### src/rtl/ffmul_32bit_seq.sv
// Sequential IEEE-754 single-precision multiplier.
// Radix-2 shift-and-add significand product (one multiplier bit per cycle),
// then normalization and round-to-nearest-even. Denormals read as signed zero.
module ffmul_32bit_seq #(
  parameter int OPERAND_WIDTH     = 32,
  parameter int EXP_WIDTH         = 8,
  parameter int SIGNIFICAND_WIDTH = 24,
  parameter int PRECISION_WIDTH   = SIGNIFICAND_WIDTH + 3
) (
  input  logic                             clk,
  input  logic                             rst_n,
  input  logic [OPERAND_WIDTH-1:0]         op_1,
  input  logic [OPERAND_WIDTH-1:0]         op_2,
  input  logic                             mul_start,
  output logic                             sign,
  output logic [EXP_WIDTH-1:0]             biased_exp,
  output logic [SIGNIFICAND_WIDTH-2:0]     fraction,
  output logic                             mul_ready,
  output logic [$clog2(OPERAND_WIDTH)-1:0] count
);

  localparam int SW = SIGNIFICAND_WIDTH;
  localparam int FW = SIGNIFICAND_WIDTH - 1;
  localparam int PW = 2 * SIGNIFICAND_WIDTH;
  localparam int XW = EXP_WIDTH + 2;
  localparam int CW = $clog2(OPERAND_WIDTH);
  localparam int BW = $clog2(SIGNIFICAND_WIDTH);

  localparam logic signed [XW-1:0] BIAS_S    = XW'((1 << (EXP_WIDTH - 1)) - 1);
  localparam logic signed [XW-1:0] EXP_MAX_S = XW'((1 << EXP_WIDTH) - 1);
  localparam logic signed [XW-1:0] ONE_S     = XW'(1);
  localparam logic signed [XW-1:0] ZERO_S    = '0;
  localparam logic [BW-1:0]        LAST_BIT  = BW'(SIGNIFICAND_WIDTH - 1);

  typedef enum logic [2:0] {IDLE, UNPACK, CALC, NORM, ROUND, DONE} state_t;

  state_t                   state_q, state_d;
  logic                     sign_q, sign_d;
  logic [EXP_WIDTH-1:0]     exp_out_q, exp_out_d;
  logic [FW-1:0]            frac_q, frac_d;
  logic                     ready_q, ready_d;
  logic [CW-1:0]            count_q, count_d;

  logic [OPERAND_WIDTH-1:0] op1_q, op1_d, op2_q, op2_d;
  logic [SW-1:0]            mcand_q, mcand_d, mplier_q, mplier_d;
  logic [PW-1:0]            acc_q, acc_d;
  logic signed [XW-1:0]     exp_q, exp_d;
  logic [PRECISION_WIDTH-1:0] prec_q, prec_d;
  logic [BW-1:0]            bit_cnt_q, bit_cnt_d;
  logic                     psign_q, psign_d;

  // Operand field views of the captured operands
  logic                 s1, s2;
  logic [EXP_WIDTH-1:0] e1, e2;
  logic [FW-1:0]        f1, f2;
  logic                 zero1, zero2, inf1, inf2, nan1, nan2;
  logic [SW:0]          acc_sum;

  assign s1    = op1_q[OPERAND_WIDTH-1];
  assign s2    = op2_q[OPERAND_WIDTH-1];
  assign e1    = op1_q[OPERAND_WIDTH-2 -: EXP_WIDTH];
  assign e2    = op2_q[OPERAND_WIDTH-2 -: EXP_WIDTH];
  assign f1    = op1_q[FW-1:0];
  assign f2    = op2_q[FW-1:0];
  assign zero1 = (e1 == '0);
  assign zero2 = (e2 == '0);
  assign inf1  = (e1 == '1) && (f1 == '0);
  assign inf2  = (e2 == '1) && (f2 == '0);
  assign nan1  = (e1 == '1) && (f1 != '0);
  assign nan2  = (e2 == '1) && (f2 != '0);
  assign acc_sum = {1'b0, acc_q[PW-1:SW]} + {1'b0, mcand_q};

  // Round {mant,g,r,s} to nearest-even, renormalize a carry-out, saturate to
  // inf on overflow and flush to zero on underflow. Returns {exp, fraction}.
  function automatic logic [EXP_WIDTH+FW-1:0] round_pack(
    input logic [PRECISION_WIDTH-1:0] p,
    input logic signed [XW-1:0]       e
  );
    logic [SW-1:0]        mant;
    logic [SW:0]          sum;
    logic                 inc;
    logic signed [XW-1:0] ex;
    mant = p[PRECISION_WIDTH-1:3];
    inc  = p[2] & (p[1] | p[0] | mant[0]);
    sum  = {1'b0, mant} + {{SW{1'b0}}, inc};
    ex   = e;
    if (sum[SW]) begin
      mant = sum[SW:1];
      ex   = ex + ONE_S;
    end else begin
      mant = sum[SW-1:0];
    end
    if (ex >= EXP_MAX_S)   return {{EXP_WIDTH{1'b1}}, {FW{1'b0}}};
    else if (ex <= ZERO_S) return '0;
    else                   return {ex[EXP_WIDTH-1:0], mant[FW-1:0]};
  endfunction

  // Next-state, datapath and output computation
  always_comb begin
    state_d   = state_q;
    sign_d    = sign_q;
    exp_out_d = exp_out_q;
    frac_d    = frac_q;
    ready_d   = ready_q;
    count_d   = count_q;
    op1_d     = op1_q;
    op2_d     = op2_q;
    mcand_d   = mcand_q;
    mplier_d  = mplier_q;
    acc_d     = acc_q;
    exp_d     = exp_q;
    prec_d    = prec_q;
    bit_cnt_d = bit_cnt_q;
    psign_d   = psign_q;
    unique case (state_q)
      IDLE: begin
        if (mul_start) begin
          op1_d   = op_1;
          op2_d   = op_2;
          count_d = '0;
          state_d = UNPACK;
        end
      end
      UNPACK: begin
        count_d   = count_q + 1'b1;
        psign_d   = s1 ^ s2;
        exp_d     = $signed({2'b00, e1}) + $signed({2'b00, e2}) - BIAS_S;
        mcand_d   = {1'b1, f1};
        mplier_d  = {1'b1, f2};
        acc_d     = '0;
        bit_cnt_d = '0;
        if (nan1 || nan2 || (inf1 && zero2) || (inf2 && zero1)) begin
          sign_d    = 1'b0;
          exp_out_d = '1;
          frac_d    = {1'b1, {(FW-1){1'b0}}};
          state_d   = DONE;
        end else if (inf1 || inf2) begin
          sign_d    = s1 ^ s2;
          exp_out_d = '1;
          frac_d    = '0;
          state_d   = DONE;
        end else if (zero1 || zero2) begin
          sign_d    = s1 ^ s2;
          exp_out_d = '0;
          frac_d    = '0;
          state_d   = DONE;
        end else begin
          state_d = CALC;
        end
      end
      CALC: begin
        count_d   = count_q + 1'b1;
        acc_d     = mplier_q[0] ? {acc_sum, acc_q[SW-1:1]} : {1'b0, acc_q[PW-1:1]};
        mplier_d  = mplier_q >> 1;
        bit_cnt_d = bit_cnt_q + 1'b1;
        if (bit_cnt_q == LAST_BIT) state_d = NORM;
      end
      NORM: begin
        count_d = count_q + 1'b1;
        if (acc_q[PW-1]) begin
          prec_d = {acc_q[PW-1:SW], acc_q[SW-1], acc_q[SW-2], |acc_q[SW-3:0]};
          exp_d  = exp_q + ONE_S;
        end else begin
          prec_d = {acc_q[PW-2:SW-1], acc_q[SW-2], acc_q[SW-3], |acc_q[SW-4:0]};
        end
        state_d = ROUND;
      end
      ROUND: begin
        count_d              = count_q + 1'b1;
        sign_d               = psign_q;
        {exp_out_d, frac_d}  = round_pack(prec_q, exp_q);
        ready_d              = 1'b1;
        state_d              = DONE;
      end
      DONE: begin
        if (!ready_q) begin
          ready_d = 1'b1;
        end else if (!mul_start) begin
          ready_d = 1'b0;
          state_d = IDLE;
        end
      end
      default: state_d = IDLE;
    endcase
  end

  // Control and result registers; reset aborts any operation in flight
  always_ff @(posedge clk or negedge rst_n) begin
    if (!rst_n) begin
      state_q   <= IDLE;
      sign_q    <= 1'b0;
      exp_out_q <= '0;
      frac_q    <= '0;
      ready_q   <= 1'b0;
      count_q   <= '0;
    end else begin
      state_q   <= state_d;
      sign_q    <= sign_d;
      exp_out_q <= exp_out_d;
      frac_q    <= frac_d;
      ready_q   <= ready_d;
      count_q   <= count_d;
    end
  end

  // Datapath registers; always reloaded before use, so no reset
  always_ff @(posedge clk) begin
    op1_q     <= op1_d;
    op2_q     <= op2_d;
    mcand_q   <= mcand_d;
    mplier_q  <= mplier_d;
    acc_q     <= acc_d;
    exp_q     <= exp_d;
    prec_q    <= prec_d;
    bit_cnt_q <= bit_cnt_d;
    psign_q   <= psign_d;
  end

  assign sign       = sign_q;
  assign biased_exp = exp_out_q;
  assign fraction   = frac_q;
  assign mul_ready  = ready_q;
  assign count      = count_q;

endmodule
### config.mk
export PLATFORM = sky130hd
export DESIGN_NAME = ffmul_32bit_seq
export DESIGN_NICKNAME = d
export VERILOG_FILES = /design/src/rtl/ffmul_32bit_seq.sv
export SDC_FILE = /design/constraint.sdc
export NUM_CORES = 1
export LEC_CHECK = 0
export ABC_AREA = 0
export CORE_UTILIZATION = 55
export CTS_CLUSTER_DIAMETER = 50
export CTS_CLUSTER_SIZE = 30
export DETAILED_ROUTE_END_ITERATION = 8
export PLACE_DENSITY_LB_ADDON = 0.1
export SETUP_SLACK_MARGIN = 0.02
export SLEW_MARGIN = 20
export SYNTH_ARGS = -nofsm -noshare
export SYNTH_HDL_FRONTEND = slang
export SYNTH_SLANG_ARGS = --single-unit
### constraint.sdc
create_clock -name clk -period 5.2 [get_ports clk]
set_input_delay 0.52 -clock clk [delete_from_list [all_inputs] [get_ports clk]]
set_output_delay 0.52 -clock clk [all_outputs]
set_load 0.005 [all_outputs]
==> results_dict.tcl <==
set metrics [dict create \
    ctsResizeCount 0 \
    crit_type "reg2reg" \
    die_area_um2 22400 \
    cts-buffers-inserted 28 \
    place_area_um2 13200 \
    fin_ws_ns 1.93 \
    via_per_inst 5.64 \
    layout_common_cells "edfxtp_1 (202), nand2_1 (143), clkdlybuf4s50_1 (103)" \
    postCtsSetupBuffers 0 \
    clkLatencyLatePin_ns 0.53 \
    use_met2_pct 34.7 \
    postRouteAntennaNets 0 \
    use_met1_pct 31.6 \
    maxCapViolations 0 \
    hold_viol_final 0 \
    io_buffers 104 \
    core_area_um2 21200 \
    drive_gt1_share_pct 9.48 \
    p_leak_nw 5.37 \
    syn_avg_cell_area_um2 11.9 \
    cp.arrival_ns 3.67 \
    root_buffer "clkbuf_16" \
    cp.required_ns 5.61 \
    synth_edf_count 202 \
    drc_errors 0 \
    die_h_um 150 \
    place.gp.congestion 0.883 \
    yosys.area.top_type "edfxtp_1" \
    min_path_type "in2async" \
    synth-seq-cells 243 \
    nets 1220 \
    pin_count 105 \
    synth_seq_area_share_pct 59.2 \
    dp_cells 1354 \
    pre_cts_ws_ns 1.92 \
    drtPass1Iterations 5 \
    cts_htree_levels 1 \
    start_util_pct 56.6 \
    grt_pass1_wl_um 38400 \
    slew_headroom_pct 32.0 \
    r2r_slack_ns 1.93 \
    fin_hold_ws_ns 0.120 \
    status "complete, no violations" \
    yosys.area.top_type_share_pct 50.7 \
    synth_area_leaders "edfxtp_1 (51%), dfrtp_1 (8.6%), nand2_1 (4.5%), ha_1 (4.4%), xnor2_1 (2.5%)" \
    grt_use_total_pct 21.7 \
    clock_skew_ns 0.0155 \
    routed_wl_um 23400 \
    layout_min_cycle_time_ns 3.27 \
    syn-cell-area_um2 12000 \
    worst_pin_slew_ns 1.02 \
    synthArstFlopShare_pct 16.9 \
    worst_setup_path_end_kind "flop" \
    drtIter0Drc 565 \
    fmax_mhz 306 \
    cts.clk_slew.worst_paths_ns 0.07 \
    top_usage_layer "met2" \
    wire_per_inst_um 16.6 \
    ctsHoldBuffers 0 \
    setup-violations-final 0 \
    p_per_area_nw_per_um2 622 \
    num_vias 7923 \
    tns_ns 0 \
    cts.path.max_buffers 3 \
    worst-path-max-fanout 14 \
    n_antenna_cell 0 \
    crit_start "prec_q[2]" \
    die_w_um 150 \
    ir_drop_v 0.000288 \
    slew_violations 0 \
    timing.final.crit_share_pct 62.8 \
    synthesis.nets 1119 \
    rsz0062_at_grt "false" \
    yosys_warnings 0 \
    clock-sinks 243 \
    syn-instance-count 1008 \
    layout.cells.non_filler 1404 \
    grt_use_met3_pct 2.68 \
    ys.flop_type "edfxtp_1" \
    dpl.hpwl_um 16500 \
    core.rowCount 53 \
    synth_cell_type_count 72 \
    critical_path.reg2reg.startpoint "prec_q[2]" \
    final_common_cell "edfxtp_1" \
    grt_antenna_before_repair 0 \
    grt_max_degree 63 \
    final_area_um2 14200 \
    area_delta_synth_final_pct 18.5 \
    tritoncts "yes" \
    start_kind "flop" \
    overflow 0 \
    grt_pass1_vias 7643 \
]
## critical path, stage by stage (launching register included)
cell	delay, ns
edfxtp_1	0.39
and2_1	0.14
ha_1	0.18
nand3_1	0.09
or4b_1	0.67
nor4_4	0.40
nand3_1	0.12
a2111o_1	0.47
and4bb_4	0.30
nand2b_2	0.28
o21ai_2	0.10
## layer usage
metal,up-vias,part of all wire (%)
met5,-,0
met4,0,1.5
met3,31,4.1
met2,174,46
met1,3785,48
li1,3933,-
## through the flow
stage               power, W  util (%)
CTS                  0.00888      67.1
global placement     0.00683      62.6
finish               0.00882      67.1
global route         0.00944      67.1
floorplan            0.00589         -
detailed placement   0.00690      62.6
## sequential cells by signal (all words and copies together), names as in the netlist
signal	count
acc_q	48
op1_q	32
op2_q	32
prec_q	27
mplier_q	24
fraction	23
mcand_q	23
exp_q	10
biased_exp	8
bit_cnt_q	5
count	5
state_q	3
mul_ready	1
psign_q	1
sign	1
## Yosys cell counts, drive strengths merged (3+ instances only)
cell,count
and3,11
inv,28
xnor2,34
mux2,25
or3,3
xor2,32
nor4,22
edfxtp,202
mux2i,19
nand2,143
ha,42
buf,7
and4,5
nand3,33
or4,4
o211ai,5
o21ai,39
a221oi,4
a31oi,7
nor3b,4
a21o,12
dfrtp,41
a211oi,9
nor3,11
a21oi,43
clkbuf,34
and2,33
nand2b,7
or2,5
a22o,10
o21a,3
nand4,17
o21bai,6
nand4b,4
nor2,68
## kinds of logic after synthesis
family                   synth area share (%)
flip-flops                               59.2
XOR/XNOR                                 4.83
AND/OR/NAND/NOR                          15.5
adder cells (fa/ha/maj)                  4.72
AO/OA/AOI/OAI                            9.39
multiplexers                             3.94
buffers and inverters                    2.36
## power breakdown
part | internal (W) | leakage [nW] | total, W | switching (W)
sequential | 0.00314 | 2.43 | 0.00372 | 0.000581
clock | 0.00111 | 0.458 | 0.00195 | 0.000843
combinational | 0.00143 | 2.48 | 0.00315 | 0.00171
## cell type report
class | count | area, µm²
fill | 1631 | 6970
multi-input combinational | 696 | 4610
tap | 275 | 344
clock inverter | 19 | 205
sequential | 243 | 7090
timing repair buffer | 112 | 1100
inverter | 28 | 105
clock buffer | 31 | 733
## worst paths after layout
path	depth (start not counted)	to
hold / removal	1	fraction[17]
setup / recovery	10	fraction[13]
max in group asynchronous	1	biased_exp[0]
hold reg to reg	0	mcand_q[12]
min in group clk	0	mcand_q[12]
setup reg to reg	10	fraction[13]
Power figures use the tool's default switching activity.
